[src/rtl/bsg_mem_2rw_sync_mask_write_bit_sched.sv]
// Two-port request scheduler for a synchronous bit-masked RW/RW memory: serializes same-address
// collisions by priority and buffers each port's read response. Option: BSG_MEM_2RW_SCHED_FIXED_PRIO_EN.
//
// state | meaning
// IDLE  | no read response outstanding
// FRESH | response is on mem_x_data_i this cycle, bypassed to x_data_o
// HELD  | response kept in the port's capture register until yumi
module bsg_mem_2rw_sync_mask_write_bit_sched #(
   parameter int width_p       = 8,
   parameter int els_p         = 16,
   parameter int addr_width_lp = (els_p > 1) ? $clog2(els_p) : 1
) (
   input  logic                     clk_i,
   input  logic                     reset_i,

   input  logic                     a_v_i,
   input  logic                     a_w_i,
   input  logic [addr_width_lp-1:0] a_addr_i,
   input  logic [width_p-1:0]       a_data_i,
   input  logic [width_p-1:0]       a_w_mask_i,
   output logic                     a_ready_o,
   output logic                     a_v_o,
   output logic [width_p-1:0]       a_data_o,
   input  logic                     a_yumi_i,

   input  logic                     b_v_i,
   input  logic                     b_w_i,
   input  logic [addr_width_lp-1:0] b_addr_i,
   input  logic [width_p-1:0]       b_data_i,
   input  logic [width_p-1:0]       b_w_mask_i,
   output logic                     b_ready_o,
   output logic                     b_v_o,
   output logic [width_p-1:0]       b_data_o,
   input  logic                     b_yumi_i,

   output logic                     mem_a_v_o,
   output logic                     mem_a_w_o,
   output logic [addr_width_lp-1:0] mem_a_addr_o,
   output logic [width_p-1:0]       mem_a_data_o,
   output logic [width_p-1:0]       mem_a_w_mask_o,
   input  logic [width_p-1:0]       mem_a_data_i,

   output logic                     mem_b_v_o,
   output logic                     mem_b_w_o,
   output logic [addr_width_lp-1:0] mem_b_addr_o,
   output logic [width_p-1:0]       mem_b_data_o,
   output logic [width_p-1:0]       mem_b_w_mask_o,
   input  logic [width_p-1:0]       mem_b_data_i
);

   typedef enum logic [1:0] {IDLE, FRESH, HELD} rsp_state_e;

   rsp_state_e         state_q [2];
   rsp_state_e         state_d [2];
   logic [width_p-1:0] cap_q   [2];
   logic [width_p-1:0] cap_d   [2];
   logic [width_p-1:0] mem_rdata [2];

   logic [1:0] v_in, w_in, yumi_in;
   logic [1:0] elig, ready, read_grant;
   logic       conflict, b_wins;

   assign v_in         = {b_v_i, a_v_i};
   assign w_in         = {b_w_i, a_w_i};
   assign yumi_in      = {b_yumi_i, a_yumi_i};
   assign mem_rdata[0] = mem_a_data_i;
   assign mem_rdata[1] = mem_b_data_i;

`ifdef BSG_MEM_2RW_SCHED_FIXED_PRIO_EN
   assign b_wins = 1'b0;
`else
   logic prio_q, prio_d;

   // Toggling on a conflict hands the next conflict to this cycle's loser.
   always_comb begin
      prio_d = prio_q;
      if (conflict) prio_d = ~prio_q;
   end

   always_ff @(posedge clk_i) begin
      if (reset_i) prio_q <= 1'b0;
      else         prio_q <= prio_d;
   end

   assign b_wins = prio_q;
`endif

   // A read may only be accepted when its response slot is empty or being drained now.
   always_comb begin
      for (int p = 0; p < 2; p++) begin
         elig[p] = v_in[p] & ~reset_i & (w_in[p] | (state_q[p] == IDLE) | yumi_in[p]);
      end
      conflict   = elig[0] & elig[1] & (a_addr_i == b_addr_i) & (a_w_i | b_w_i);
      ready[0]   = elig[0] & ~(conflict & b_wins);
      ready[1]   = elig[1] & ~(conflict & ~b_wins);
      read_grant = v_in & ready & ~w_in;
   end

   always_comb begin
      for (int p = 0; p < 2; p++) begin
         state_d[p] = state_q[p];
         cap_d[p]   = cap_q[p];
         case (state_q[p])
            IDLE:  if (read_grant[p]) state_d[p] = FRESH;
            FRESH: begin
               if (yumi_in[p]) begin
                  state_d[p] = read_grant[p] ? FRESH : IDLE;
               end else begin
                  state_d[p] = HELD;
                  cap_d[p]   = mem_rdata[p];
               end
            end
            HELD:  if (yumi_in[p]) state_d[p] = read_grant[p] ? FRESH : IDLE;
            default: state_d[p] = IDLE;
         endcase
      end
   end

   always_ff @(posedge clk_i) begin
      for (int p = 0; p < 2; p++) begin
         if (reset_i) begin
            state_q[p] <= IDLE;
            cap_q[p]   <= '0;
         end else begin
            state_q[p] <= state_d[p];
            cap_q[p]   <= cap_d[p];
         end
      end
   end

   assign a_ready_o = ready[0];
   assign b_ready_o = ready[1];
   assign a_v_o     = (state_q[0] != IDLE) & ~reset_i;
   assign b_v_o     = (state_q[1] != IDLE) & ~reset_i;
   assign a_data_o  = (state_q[0] == FRESH) ? mem_a_data_i : cap_q[0];
   assign b_data_o  = (state_q[1] == FRESH) ? mem_b_data_i : cap_q[1];

   assign mem_a_v_o      = a_v_i & ready[0];
   assign mem_a_w_o      = a_w_i;
   assign mem_a_addr_o   = a_addr_i;
   assign mem_a_data_o   = a_data_i;
   assign mem_a_w_mask_o = a_w_mask_i;

   assign mem_b_v_o      = b_v_i & ready[1];
   assign mem_b_w_o      = b_w_i;
   assign mem_b_addr_o   = b_addr_i;
   assign mem_b_data_o   = b_data_i;
   assign mem_b_w_mask_o = b_w_mask_i;

endmodule

[config.mk]
export PLATFORM = sky130hd
export DESIGN_NAME = bsg_mem_2rw_sync_mask_write_bit_sched
export DESIGN_NICKNAME = d
export VERILOG_FILES = /design/src/rtl/bsg_mem_2rw_sync_mask_write_bit_sched.sv
export SDC_FILE = /design/constraint.sdc
export NUM_CORES = 1
export LEC_CHECK = 0
export ABC_AREA = 1
export ABC_CLOCK_PERIOD_IN_PS = 1200
export CELL_PAD_IN_SITES_DETAIL_PLACEMENT = 0
export CELL_PAD_IN_SITES_GLOBAL_PLACEMENT = 1
export CORE_MARGIN = 4
export CORE_UTILIZATION = 18
export DETAILED_ROUTE_END_ITERATION = 8
export GPL_ROUTABILITY_DRIVEN = 0
export PLACE_DENSITY_LB_ADDON = 0.2
export SKIP_CTS_REPAIR_TIMING = 1
export SLEW_MARGIN = 20
export SYNTH_ARGS = -nofsm -noshare
export SYNTH_HDL_FRONTEND = slang
export SYNTH_SLANG_ARGS = --single-unit
[constraint.sdc]
create_clock -name clk_i -period 1.2 [get_ports clk_i]
set_clock_uncertainty 0.2 [all_clocks]
set_input_delay 0.18 -clock clk_i [delete_from_list [all_inputs] [get_ports clk_i]]
set_output_delay 0.18 -clock clk_i [all_outputs]
set_load 0.01 [all_outputs]
==> results of run 1 <==
[worst min-delay path: stages]
cell,delay [ps]
dlymetal6s2s_1,130
inv_1,80
nand3_1,100
nor2_2,40
[logic make-up after synthesis]
group | after synthesis | share of synthesized area [%]
buffers and inverters | 91 | 35.1
flip-flops | 21 | 28.5
AND/OR/NAND/NOR | 59 | 18.3
AO/OA/AOI/OAI | 53 | 18.0
[metrics by stage]
stage | power [mW] | area (µm²) | setup WS (ps) | hold WS [ps]
2_1_floorplan | 1.01 | 1530 | -106 | 118
3_3_place_gp | 1.15 | 2100 | -1050 | 160
3_5_place_dp | 1.15 | 2100 | -1050 | 160
4_1_cts | 1.66 | 2150 | -1050 | 160
5_1_grt | 1.78 | 2570 | -672 | 141
6_report | 1.68 | 2570 | -571 | 92.4
[cells in the final DEF (no fill, tap or decap), types with 4 or more instances in the layout]
| cell type | n |
|---|---|
| buf_2 | 20 |
| dlymetal6s2s_1 | 21 |
| o21ai_2 | 19 |
| nand2_1 | 18 |
| buf_6 | 9 |
| nor2_4 | 5 |
| buf_4 | 20 |
| a21oi_2 | 11 |
| nand2_4 | 13 |
| clkdlybuf4s50_1 | 18 |
| inv_2 | 6 |
| dfxtp_1 | 17 |
| nor2_1 | 11 |
| o21ai_1 | 14 |
| dfxtp_2 | 4 |
| inv_1 | 37 |
| a21oi_1 | 9 |
[worst min path at each step]
stage,startpoint,end,cells after the start
after detailed placement,a_w_mask_i[0],mem_a_w_mask_o[0],0
after floorplan,reset_i,state_q[1][1]$_SDFFE_PP0P_,3
after global routing,b_w_i,state_q[1][0]$_SDFFE_PP0P_,4
final,b_w_i,state_q[1][0]$_SDFFE_PP0P_,4
after global placement,a_w_mask_i[0],mem_a_w_mask_o[0],0
after CTS,a_w_mask_i[0],mem_a_w_mask_o[0],0
[metal layers]
metal	share of wire [%]	wire, µm
met5	0	0
met3	6.3	267
met2	48	2030
met4	1.2	53
met1	45	1920
[flip-flops by register name, indices dropped and copies added, names as in the netlist]
| name | cells |
|---|---|
| state_q | 4 |
| cap_q | 16 |
| b_wins | 1 |
[cell type report]
type	count	area, µm²	area share [%]
clock inverters	1	5.00	0.195
clock buffers	3	41.3	1.61
flip-flops and latches	21	425	16.6
inverters	44	168	6.53
multi-input cells	114	836	32.6
well taps	102	128	4.97
repair buffers	98	965	37.6
[power by group]
part	switching (mW)	total (mW)	internal [mW]	leakage, nW
Combinational	0.227	0.479	0.252	1.14
Sequential	0.00538	0.717	0.711	0.172
Clock	0.249	0.481	0.231	0.0255
==> summary.md, run 1 <==
| Metric | Value |
|---|---|
| Growth of design area from synthesis to finish | `74.2%` |
| Most used routing layer | `met2` |
| Core Region | `approximately 0.0078 mm²` |
| Endpoint arrival time on the critical path | `1390 ps` |
| Clock slew seen by the registers of the worst setup and hold paths | `80 ps` |
| Sequential-to-total area share from yosys stat | `~29%` |
| Critical path startpoint | `state_q[1][0]$_SDFFE_PP0P_` |
| Violations in the final reports | `setup timing` |
| DIE AREA | `between 0.009 and 0.01 mm²` |
| Async S/R FF share, synth | `0%` |
| Residual overflow from global routing | `0` |
| Depth of the critical timing path with buffers and inverters included | `10` |
| Max FO, Critical Path | `3` |
| Reg-to-reg startpoint | `state_q[0][1]$_SDFFE_PP0P_` |
| Ranking of synthesized cells by area | `dfxtp_1, buf_4, inv_1` |
| # rows | `32` |
| Transition time at the pin with the least slew margin | `250 ps` |
| Portion of synthesized cell area occupied by the leading cell type | `28.5%` |
| Bufs on Longest Clock Path | `2` |
| Cell types with the highest counts after synthesis | `inv_1, buf_4, nand2_1, o21ai_0, dfxtp_1` |
| DRC Markers | `0` |
| Core utilization of the finished layout | `approximately a third` |
| Clock insertion delay at the later pin of the skew report | `roughly 260 ps` |
| Number of endpoints with negative hold slack in the final report | `0` |
| TritonCTS sink count | `21` |
| Initial drt markers | `26` |
| RSZ-0062 raised after global routing | `true` |
| Met3 global-route usage | `under 10%` |
| Inserted Diodes | `0` |
| Final number of max-transition violations | `0` |
| Initial Utilization | `18.8%` |
| Primary flip-flop cell chosen by synthesis mapping | `dfxtp_1` |
| Final cell count without fillers | `383` |
| Sort of element at the start of the critical path | `flop` |
| Overall fraction of global-route tracks in use | `around 7.2%` |
| Top cell type by total area after synthesis | `dfxtp_1` |
| TritonCTS clock tree | `built` |
| YS warnings | `0` |
| Via count of the first global-routing pass | `between 1000 and 1500` |
| Reg-to-reg setup timing slack | `-440 ps` |
| Biggest cell delay along the critical path | `340 ps` |
| Count of pins on the block boundary | `128` |
| Reported max-cap violation count | `0` |
| Relative slew slack | `roughly 83%` |
| Y dimension of the die | `roughly 98 µm` |
| Number of endpoints failing setup at the final stage | `~40` |
| Initial DRT Pass Iterations | `4` |
| Post-synth EDFFs | `0` |
| Net Count, Synth | `approximately 290` |
| Number of antenna-violating nets in the routed design | `0` |
| Unique cell type count in the Yosys netlist | `17` |
| Number of antenna violations at the first check in global routing | `0` |
| Max Clk Rate | `~560 MHz` |
| Leakage power | `approximately 1.3 nW` |
| Final clock period utilization by the worst path | `148%` |
| Global routing met2 resource utilization | `12.5%` |
| First-pass GRT wire length | `5.87 mm` |
| Detailed-placement wirelength estimate | `approximately 2.8 mm` |
| Result of the run | `finished, violations left` |
| Sum of buffers and inverters on the critical path | `4` |
| Die W | `about 100 µm` |
| Synthesized netlist cell count | `224` |
| Library cell with the highest instance count after synthesis | `inv_1` |
| CTS H-Tree Depth | `1` |
| Fraction of final layout cells with drive strength greater than 1 | `47.7%` |
| Endpoint of the lowest-slack register-to-register path | `cap_q[0][6]$_SDFFE_PP0P_` |
| Count of buffers inserted at the top-level ports | `between 60 and 70` |
| Pin count of the biggest net entering global routing | `18` |
| Final critical-path required period | `1770 ps` |
| Yosys reg bits | `21` |
| Clock root buffer master | `clkbuf_8` |
| Max IR drop VDD | `about 260 µV` |
| Total negative setup slack | `-15450 ps` |
| Final worst setup slack | `-571 ps` |
| Placed cell count | `roughly 360` |
| Number of vias per cell | `slightly below 4` |
| Slowest cell on crit path | `dfxtp_2` |
| Path category of the worst min-delay check | `input pin to flop` |
| Wire length reported by the detailed router | `about 4.3 mm` |
| Areal power density over the cells | `653 mW/mm²` |
| Critical path endpoint category | `output port` |
| Critical-path cell list | `inv_4, nand2_4, nand3_2, nand2_2, nor2_4, buf_6, nand3_4, nand2_4, inv_2, buf_6` |
| Endpoint of the worst setup timing path | `b_ready_o` |
| Cell family contributing the most delay on the critical path | `simple AND/OR/NAND/NOR gates` |
| Post-synthesis cell area | `0.00147 mm²` |
| TritonCTS buffer count | `3` |
| Met1 routing resource usage after global routing | `roughly 8.3%` |
| Total vias in the final route | `around 1500` |
| Final layout net count | `around 350` |
| Required time of the worst setup path | `around 820 ps` |
| Detailed-route wire length per cell | `11.1 µm` |
| Setup Crit Path Kind | `flop to output port` |
| Fill cell count | `about 880` |
| Depth of the most critical reg-to-reg path | `8` |
| Mean instance size in the synthesized netlist | `around 6.6 µm²` |
(Power assumes the default switching activity.)
==> run 2, diff against run 1 <==
--- a/config.mk
+++ b/config.mk
@@ -7,7 +7,7 @@
 export LEC_CHECK = 0
 export ABC_AREA = 1
 export ABC_CLOCK_PERIOD_IN_PS = 1200
-export CELL_PAD_IN_SITES_DETAIL_PLACEMENT = 0
+export CELL_PAD_IN_SITES_DETAIL_PLACEMENT = 1
 export CELL_PAD_IN_SITES_GLOBAL_PLACEMENT = 1
 export CORE_MARGIN = 4
 export CORE_UTILIZATION = 18
==> run 2 against run 1 <==
  * Worst hold slack got worse by 13 ps
  * Count of clock-buffer cells in the layout rose by 1
  * Non-clock buffer count fell by 4
  * Via count rose by 0.54%
  * First-iteration DRC count fell by 23%
  * Largest cell class unchanged
  * Global-route usage rose by 0.59 points
  * Wire length rose by 3.3%
  * Worst setup slack improved by 38 ps
  * Combinational power fell by 3%
  * Final cell count fell by 1.3%
  * Flip-flop and latch count did not move
  * Clock power fell by 2%
  * The run still ends with setup timing left
==> summary.md, run 2 (synthesized netlist as in run 1, its figures left out) <==
| Metric | Value |
|---|---|
| Clock insertion delay at the later pin of the skew report | `between 200 and 300 ps` |
| Detailed-placement wirelength estimate | `a little over 3 mm` |
| Count of pins on the block boundary | `around 130` |
| Final number of max-transition violations | `0` |
| Max Clk Rate | `a little under 600 MHz` |
| Core Region | `~0.008 mm²` |
| Overall fraction of global-route tracks in use | `under 10%` |
| Residual overflow from global routing | `0` |
| Initial Utilization | `about a fifth` |
| Final clock period utilization by the worst path | `144%` |
| Areal power density over the cells | `about 670 mW/mm²` |
| Detailed-route wire length per cell | `around 12 µm` |
| Final layout net count | `approximately 340` |
| Relative slew slack | `84.7%` |
| Total vias in the final route | `approximately 1500` |
| TritonCTS buffer count | `3` |
| Endpoint arrival time on the critical path | `around 1400 ps` |
| Number of endpoints failing setup at the final stage | `between 40 and 50` |
| Sort of element at the start of the critical path | `flop` |
| Pin count of the biggest net entering global routing | `18` |
| Pre-CTS setup slack | `-1040 ps` |
| CTS H-Tree Depth | `1` |
| Fill cell count | `960` |
| Number of vias per cell | `approximately 4.0` |
| Setup Crit Path Kind | `flop to output port` |
| DRC Markers | `0` |
| Reported max-cap violation count | `0` |
| Violations in the final reports | `setup timing` |
| Path category of the worst min-delay check | `input pin to flop` |
| Number of antenna-violating nets in the routed design | `0` |
| Number of antenna violations at the first check in global routing | `0` |
| Required time of the worst setup path | `just over 800 ps` |
| Final worst setup slack | `-533 ps` |
| Growth of design area from synthesis to finish | `68.3%` |
| Clock root buffer master | `clkbuf_8` |
| Initial DRT Pass Iterations | `3` |
| First-pass GRT wire length | `6.39 mm` |
| Commonest cells after routing, fill and taps aside | `inv_1, dlymetal6s2s_1, buf_4` |
| Inserted Diodes | `0` |
| Wire length reported by the detailed router | `~4.4 mm` |
| Bufs on Longest Clock Path | `2` |
| Y dimension of the die | `~98 µm` |
| Max reg flops | `16` |
| Number of endpoints with negative hold slack in the final report | `0` |
| Result of the run | `finished, violations left` |
| Final critical-path required period | `1730 ps` |
| Via count of the first global-routing pass | `1475` |
| Initial drt markers | `20` |
| # rows | `32` |
| DIE AREA | `between 0.009 and 0.01 mm²` |
| Most common library cell in the layout ignoring fill and taps | `inv_1` |
| RSZ-0062 raised after global routing | `true` |
| Clock slew seen by the registers of the worst setup and hold paths | `around 80 ps` |
| Max IR drop VDD | `roughly 280 µV` |
| Register ranked first by flip-flop count | `cap_q` |
| Fraction of final layout cells with drive strength greater than 1 | `between 40% and 50%` |
| Count of buffers inserted at the top-level ports | `63` |
| Die W | `~98 µm` |
| Final Hold Slack | `between 70 and 80 ps` |
| Leakage power | `roughly 1.3 nW` |
| Max FO, Critical Path | `4` |
| Transition time at the pin with the least slew margin | `228 ps` |
| Critical path endpoint category | `output port` |
| TritonCTS sink count | `21` |
| TritonCTS clock tree | `built` |
## run 2: changes by cell type in the layout (fill, tap and decap cells not counted), sizes merged
cell,change
clkbuf,+2
buf,-7
dlymetal6s2s,+3
clkdlybuf4s50,-1
clkinv,-1
nand2,-1
## run 2: area by class of cell
type	count	area, µm²	share of cell area, %
Timing Repair Buffer	94	942	38.0
Multi-Input combinational cell	113	773	31.2
Sequential cell	21	425	17.1
Inverter	44	168	6.76
Tap cell	102	128	5.14
Clock buffer	4	45.0	1.82
## run 2: path summary, 6_finish.rpt
path / to / depth (start not counted) / slack [ps] / from
worst max register to register: cap_q[1][7]$_SDFFE_PP0P_ / 8 / -340 / state_q[1][1]$_SDFFE_PP0P_
worst max-delay path: a_data_o[7] / 6 / -530 / state_q[0][1]$_SDFFE_PP0P_
worst min-delay path: state_q[1][0]$_SDFFE_PP0P_ / 4 / 80 / b_w_i
worst min register to register: cap_q[0][1]$_SDFFE_PP0P_ / 2 / 260 / cap_q[0][1]$_SDFFE_PP0P_
## run 2: worst max-delay path, stage by stage (launching register included)
cell       delay (ps)
dfxtp_2           330
buf_6             120
nor2_4            190
clkbuf_16         200
nand2_1            60
o21ai_2            50
buf_2             150
## run 2: where the power goes
group          internal [mW]  leakage, nW  switching [mW]
registers              0.711        0.172         0.00537
clock network          0.236       0.0228           0.235
logic                  0.247         1.07           0.218
## run 2: per-layer routing
layer | vias to the layer above | global-route usage, % | wire length, µm
li1 | 751 | - | -
met1 | 692 | 9.18 | 1850
met2 | 47 | 13.5 | 2250
met3 | 8 | 1.91 | 255
met4 | 0 | 3.57 | 51
met5 | - | 0 | 0
## run 2: through the flow
stage	cells	TNS (ps)	cell area, µm²	utilization (%)	total power, mW
floorplan	224	-821	1530	-	1.01
global placement	363	-25910	2100	26.8	1.15
detailed placement	363	-26050	2100	26.8	1.15
CTS	367	-27490	2150	27.3	1.66
global route	378	-17420	2480	31.6	1.76
finish	378	-14250	2480	31.6	1.65
